### src/rtl/monociclo_pkg.sv
// Shared definitions for the single-cycle core run controller.
//   run_state_t     : run controller FSM encoding (also exported on state_o)
//   HALT_JAL_SELF   : default halt encoding, jal x0,0 (a branch onto itself)
//   INSTR_W_DEFAULT : default instruction width
package monociclo_pkg;

  typedef enum logic [1:0] {
    RESET_HOLD = 2'd0,
    RUN        = 2'd1,
    HALTED     = 2'd2,
    TIMEOUT    = 2'd3
  } run_state_t;

  localparam logic [31:0] HALT_JAL_SELF   = 32'h0000_006F;
  localparam int unsigned INSTR_W_DEFAULT = 32;

endpackage

### src/rtl/monociclo_sat_counter.sv
// Saturating up-counter with synchronous reset and clear.
// Ports:
//   clk_i   : clock
//   rst_i   : synchronous active-high reset, forces the count to 0
//   clr_i   : synchronous clear, forces the count to 0 (wins over en_i)
//   en_i    : count one step this cycle
//   count_o : current count; sticks at all-ones instead of wrapping
module monociclo_sat_counter #(
  parameter int unsigned Width = 32
) (
  input  logic             clk_i,
  input  logic             rst_i,
  input  logic             clr_i,
  input  logic             en_i,
  output logic [Width-1:0] count_o
);

  logic [Width-1:0] cnt_q, cnt_d;

  always_comb begin
    cnt_d = cnt_q;
    if (clr_i) begin
      cnt_d = '0;
    end else if (en_i && (cnt_q != '1)) begin
      cnt_d = cnt_q + 1'b1;
    end
  end

  always_ff @(posedge clk_i) begin
    if (rst_i) begin
      cnt_q <= '0;
    end else begin
      cnt_q <= cnt_d;
    end
  end

  assign count_o = cnt_q;

endmodule

### src/rtl/monociclo_run_ctrl.sv
// Run controller for the single-cycle core: holds the core in reset for RESET_CYCLES cycles,
// then enables it until a halt instruction is fetched or the MAX_CYCLES budget is spent
// (MAX_CYCLES=0 means no budget). restart re-runs the program once it has stopped.
// Optional single-step mode is compiled in with `define MONOCICLO_RUN_CTRL_STEP_EN.
// Ports:
//   clk, reset  : clock and synchronous active-high reset
//   instr       : instruction currently fetched by the core (only looked at in RUN)
//   restart     : pulse, re-runs the program from HALTED/TIMEOUT
//   step_mode   : (STEP_EN only) 1 = enable the core only one cycle per step pulse
//   step        : (STEP_EN only) step request
//   core_reset  : reset to the core
//   core_en     : clock enable to the core
//   cycle_count : enabled cycles since the last (re)start, saturating
//   done        : program stopped (halt or timeout)
//   timeout     : program stopped because the budget ran out
//   state_o     : FSM state for debug
module monociclo_run_ctrl
  import monociclo_pkg::*;
#(
  parameter int unsigned          RESET_CYCLES = 1,
  parameter int unsigned          MAX_CYCLES   = 10,
  parameter int unsigned          CNT_W        = 32,
  parameter int unsigned          INSTR_W      = INSTR_W_DEFAULT,
  parameter logic [INSTR_W-1:0]   HALT_INSTR   = INSTR_W'(HALT_JAL_SELF)
) (
  input  logic               clk,
  input  logic               reset,
  input  logic [INSTR_W-1:0] instr,
  input  logic               restart,
`ifdef MONOCICLO_RUN_CTRL_STEP_EN
  input  logic               step_mode,
  input  logic               step,
`endif
  output logic               core_reset,
  output logic               core_en,
  output logic [CNT_W-1:0]   cycle_count,
  output logic               done,
  output logic               timeout,
  output logic [1:0]         state_o
);

  localparam logic [31:0] RstLast = 32'(RESET_CYCLES - 1);

  run_state_t  state_q;
  logic [31:0] rst_cnt_q;
  logic        core_reset_q, core_en_q, done_q, timeout_q;

  logic        run_en;     // core_en value for the next cycle while staying in RUN
  logic        is_halt;
  logic        budget_hit;
  logic        cnt_en, cnt_clr;

`ifdef MONOCICLO_RUN_CTRL_STEP_EN
  assign run_en = step_mode ? step : 1'b1;
`else
  assign run_en = 1'b1;
`endif

  assign is_halt    = (instr == HALT_INSTR);
  assign budget_hit = (MAX_CYCLES != 0) && (cycle_count == CNT_W'(MAX_CYCLES - 1));

  // core_en_q marks the cycle the core actually advances; only those cycles are counted and
  // checked for halt/budget, which keeps step mode and free-run on the same path.
  always_comb begin
    cnt_en  = (state_q == RUN) && core_en_q;
    cnt_clr = ((state_q == HALTED) || (state_q == TIMEOUT)) && restart;
  end

  always_ff @(posedge clk) begin
    if (reset) begin
      state_q      <= RESET_HOLD;
      rst_cnt_q    <= '0;
      core_reset_q <= 1'b1;
      core_en_q    <= 1'b0;
      done_q       <= 1'b0;
      timeout_q    <= 1'b0;
    end else begin
      case (state_q)
        RESET_HOLD: begin
          if (rst_cnt_q == RstLast) begin
            state_q      <= RUN;
            rst_cnt_q    <= '0;
            core_reset_q <= 1'b0;
            core_en_q    <= run_en;
          end else begin
            rst_cnt_q <= rst_cnt_q + 32'd1;
          end
        end
        RUN: begin
          // Halt is checked first so it wins over a coincident budget expiry.
          if (core_en_q && is_halt) begin
            state_q   <= HALTED;
            core_en_q <= 1'b0;
            done_q    <= 1'b1;
          end else if (core_en_q && budget_hit) begin
            state_q   <= TIMEOUT;
            core_en_q <= 1'b0;
            done_q    <= 1'b1;
            timeout_q <= 1'b1;
          end else begin
            core_en_q <= run_en;
          end
        end
        HALTED, TIMEOUT: begin
          if (restart) begin
            state_q      <= RESET_HOLD;
            rst_cnt_q    <= '0;
            core_reset_q <= 1'b1;
            core_en_q    <= 1'b0;
            done_q       <= 1'b0;
            timeout_q    <= 1'b0;
          end
        end
        default: begin
          state_q <= RESET_HOLD;
        end
      endcase
    end
  end

  monociclo_sat_counter #(
    .Width (CNT_W)
  ) u_cycle_cnt (
    .clk_i   (clk),
    .rst_i   (reset),
    .clr_i   (cnt_clr),
    .en_i    (cnt_en),
    .count_o (cycle_count)
  );

  assign core_reset = core_reset_q;
  assign core_en    = core_en_q;
  assign done       = done_q;
  assign timeout    = timeout_q;
  assign state_o    = state_q;

endmodule

### config.mk
export PLATFORM = sky130hd
export DESIGN_NAME = monociclo_run_ctrl
export DESIGN_NICKNAME = d
export VERILOG_FILES = /design/src/rtl/monociclo_pkg.sv /design/src/rtl/monociclo_sat_counter.sv /design/src/rtl/monociclo_run_ctrl.sv
export SDC_FILE = /design/constraint.sdc
export NUM_CORES = 1
export LEC_CHECK = 0
export CAP_MARGIN = 10
export CORE_MARGIN = 2
export CORE_UTILIZATION = 36
export DETAILED_ROUTE_END_ITERATION = 10
export HOLD_SLACK_MARGIN = 0.06
export PLACE_DENSITY = 0.62
export REMOVE_ABC_BUFFERS = 1
export SLEW_MARGIN = 20
export SYNTH_ARGS = -nofsm -noshare
export SYNTH_HDL_FRONTEND = slang
export SYNTH_SLANG_ARGS = --single-unit
### constraint.sdc
create_clock -name clk -period 2.6 [get_ports clk]
set_input_delay 0.52 -clock clk [delete_from_list [all_inputs] [get_ports clk]]
set_output_delay 0.52 -clock clk [all_outputs]
set_load 0.005 [all_outputs]
==> out/qor.yml <==
numCtsBuffers: 9
h-tree-depth: 3
design_area_sq_mm: 0.00488
syn_area_sq_mm: 0.00382
clk_latency_ns: 0.34
reg2reg_to: "u_cycle_cnt.count_o[28]$_SDFFE_PP0P_"
critical_path_class: "reg -> reg"
ant_nets: 0
synth-compound-area-share_pct: 20.1
critPathBufInv: 0
worstPathArrival_ns: 2.53
nets: 573
slowest_delay_ns: 0.48
maxCapViolations: 0
port_buffers: 72
cts_tree: "yes"
yosysWarnings: 0
cts.sinks: 70
setup_viol: 0
ys_ff_latch: 70
drt_first_pass_iters: 4
min_path_type: "reg -> reg"
postLayoutSetupSlackWorst_ns: 0.351
drive_above_1_share_pct: 6.32
diodes: 0
critPathTopFamily: "simple AND/OR/NAND/NOR gates"
die_area_sq_mm: 0.0114
die_w_um: 107
async_reset_ff_share_pct: 0
tns_ns: 0
min_path_cells: 2
die_y_um: 107
root_buffer: "clkbuf_8"
core_area_sq_mm: 0.0103
power_density_mw_per_mm2: 521
synth_ff_type: "dfxtp_1"
syn_inst: 469
synth_xor_area_share_pct: 3.21
pin_count: 73
fin_crit_ns: 2.25
antenna_found_initial: 0
synthTopCellsByCount: "70 x dfxtp_1, 51 x nand2_1, 42 x a21oi_1"
rows: 37
power.switching_uw: 638
whs_ns: 0.459
via_per_inst: 5.70
utilization_pct: 47.2
intPower_mw: 1.90
leakage_nw: 1.66
grt_pass1_wl_um: 16600
finalMaxSlewViolations: 0
combPwrFrac_pct: 12.9
hold_violations: 0
routed_wl_um: 10000
gr-usage-all-layers_pct: 17.9
yosysMostFrequentCell: "dfxtp_1"
dp.cells: 659
dpl_worst_slack_ns: 0.120
place_area_sq_mm: 0.00463
worstMarginPinSlew_ns: 0.956
synth-edff-count: 0
post_cts_resized: 0
synthMuxAreaShare_pct: 1.05
ctsLongestPathBuffers: 2
rrSetupSlack_ns: 0.35
gp_congestion: 0.843
syn_to_final_growth_pct: 27.8
grt_max_degree: 30
synth-adder-area-share_pct: 1.31
hpwl_um: 7190
status: "complete, no violations"
yosys.area.top_type_share_pct: 36.7
design_power_total_mw: 2.54
synth_top_family_by_area: "simple AND/OR/NAND/NOR gates"
reg2reg_from: "u_cycle_cnt.count_o[12]$_SDFFE_PP0P_"
via_count: 3845
synth_top_area_cell: "dfxtp_1"
postSynthAreaPerCell_sq_um: 8.14
wire_per_inst_um: 14.9
drc_errors: 0
synthSimpleGateAreaFrac_pct: 33.9
cp-end-kind: "flop"
grt_pass1_vias: 3402
start_util_pct: 37.0
ys_top_cells_by_area: "dfxtp_1 37%, a21oi_1 5.5%, nand2_1 5.0%"
ys_seq_area_share_pct: 36.7
final_cell_count_no_fill: 674
finClkSkew_ns: 0.0110
cts-hold-fix-buffers: 0
rsz0062_at_grt: "no"
required_ns: 2.88
drtIter0Drc: 180
rr_worst_depth: 5
fin_crit_sh_pct: 86.5
overflow: 0
cp_max_fo: 10
min_to: "timeout$_SDFFE_PP0P_"
clkPwrFrac_pct: 42.7
crit_path_start_kind: "flop"
relSlewSlack_pct: 36.1
max_clock_freq_mhz: 445
swShare_pct: 25.1
synth_cell_types: 57
crit_chain: "and4_1 -> and4_1 -> nand4_1 -> or3_1 -> a21oi_1"
seqPwrFrac_pct: 44.4
post-cts-setup-buffer-count: 0
cp_slowest_cell: "dfxtp_1"
hold_path_startpoint: "timeout$_SDFFE_PP0P_"
vdd_drop_max_v: 0.000229
path_common_cell: "and4_1"
path_clk_slew_ns: 0.08
-- state kept, by name, summed over array words and instances (netlist names) --
signal,flops
core_en,1
core_reset,1
done,1
rst_cnt_q,32
state_o,2
timeout,1
u_cycle_cnt.count_o,32
-- power by group through the flow --
stage	Combinational, mW	Sequential, mW	Clock [mW]
after floorplan	0.171	1.14	0
after global placement	0.327	1.15	0
after detailed placement	0.330	1.16	0
after CTS	0.330	1.13	1.11
after global routing	0.365	1.13	1.15
final	0.329	1.13	1.09
-- cell type report --
class,instances,area [sq um]
fillers,1027,5450
multi-input cells,369,2270
flip-flops and latches,70,1400
repair buffers,78,766
well taps,136,170
clock buffers,10,138
clock inverters,5,106
inverters,6,22.5
-- cell families (layout without fill, tap and decap cells) --
| group | count (synthesis) | in the layout |
|---|---|---|
| compound gates | 122 | 122 |
| simple gates | 225 | 225 |
| flops | 70 | 70 |
| buf+inv | 30 | 99 |
| mux | 4 | 4 |
| fa+ha+maj | 4 | 4 |
| xor+xnor | 14 | 14 |
-- how the worst max path moves through the flow --
stage | start | end | slack (ns) | cells after the start
after global placement | instr[6] | done$_SDFFE_PP0P_ | 0.19 | 6
after global routing | instr[6] | done$_SDFFE_PP0P_ | 0.1 | 6
after floorplan | rst_cnt_q[0]$_SDFFE_PP0P_ | rst_cnt_q[20]$_SDFFE_PP0P_ | 0.42 | 7
after CTS | u_cycle_cnt.count_o[12]$_SDFFE_PP0P_ | u_cycle_cnt.count_o[28]$_SDFFE_PP0P_ | 0.37 | 5
final | u_cycle_cnt.count_o[12]$_SDFFE_PP0P_ | u_cycle_cnt.count_o[28]$_SDFFE_PP0P_ | 0.35 | 5
after detailed placement | instr[6] | state_o[1]$_SDFFE_PP0P_ | 0.12 | 6
-- layer usage --
metal | global-route usage [%] | wire length [um]
met1 | 23.4 | 4770
met2 | 30.0 | 4820
met3 | 4.07 | 382
met4 | 4.17 | 65
met5 | 0 | 0
-- worst register-to-register path, delay by kind of cell, from the launching register on --
| family | cells | cell delay, ns |
|---|---|---|
| flops | 1 | 0.48 |
| compound gates | 1 | 0.13 |
| simple gates | 4 | 1.58 |
-- layout by cell type, fill, tap and decap left out, types with 12 or more instances in the layout --
cell             netlist  final
and4_1                12     12
clkdlybuf4s50_1        0     72
nand2_1               51     51
nand3_1               18     18
o21ai_0               24     24
dfxtp_1               70     70
a21oi_1               42     42
and3_1                12     12
nor4_1                18     18
or3_1                 15     15
a31oi_1               17     17
nor2_1                33     33
nand4_1               20     20
Note: power is estimated with default switching activity, not from simulation.
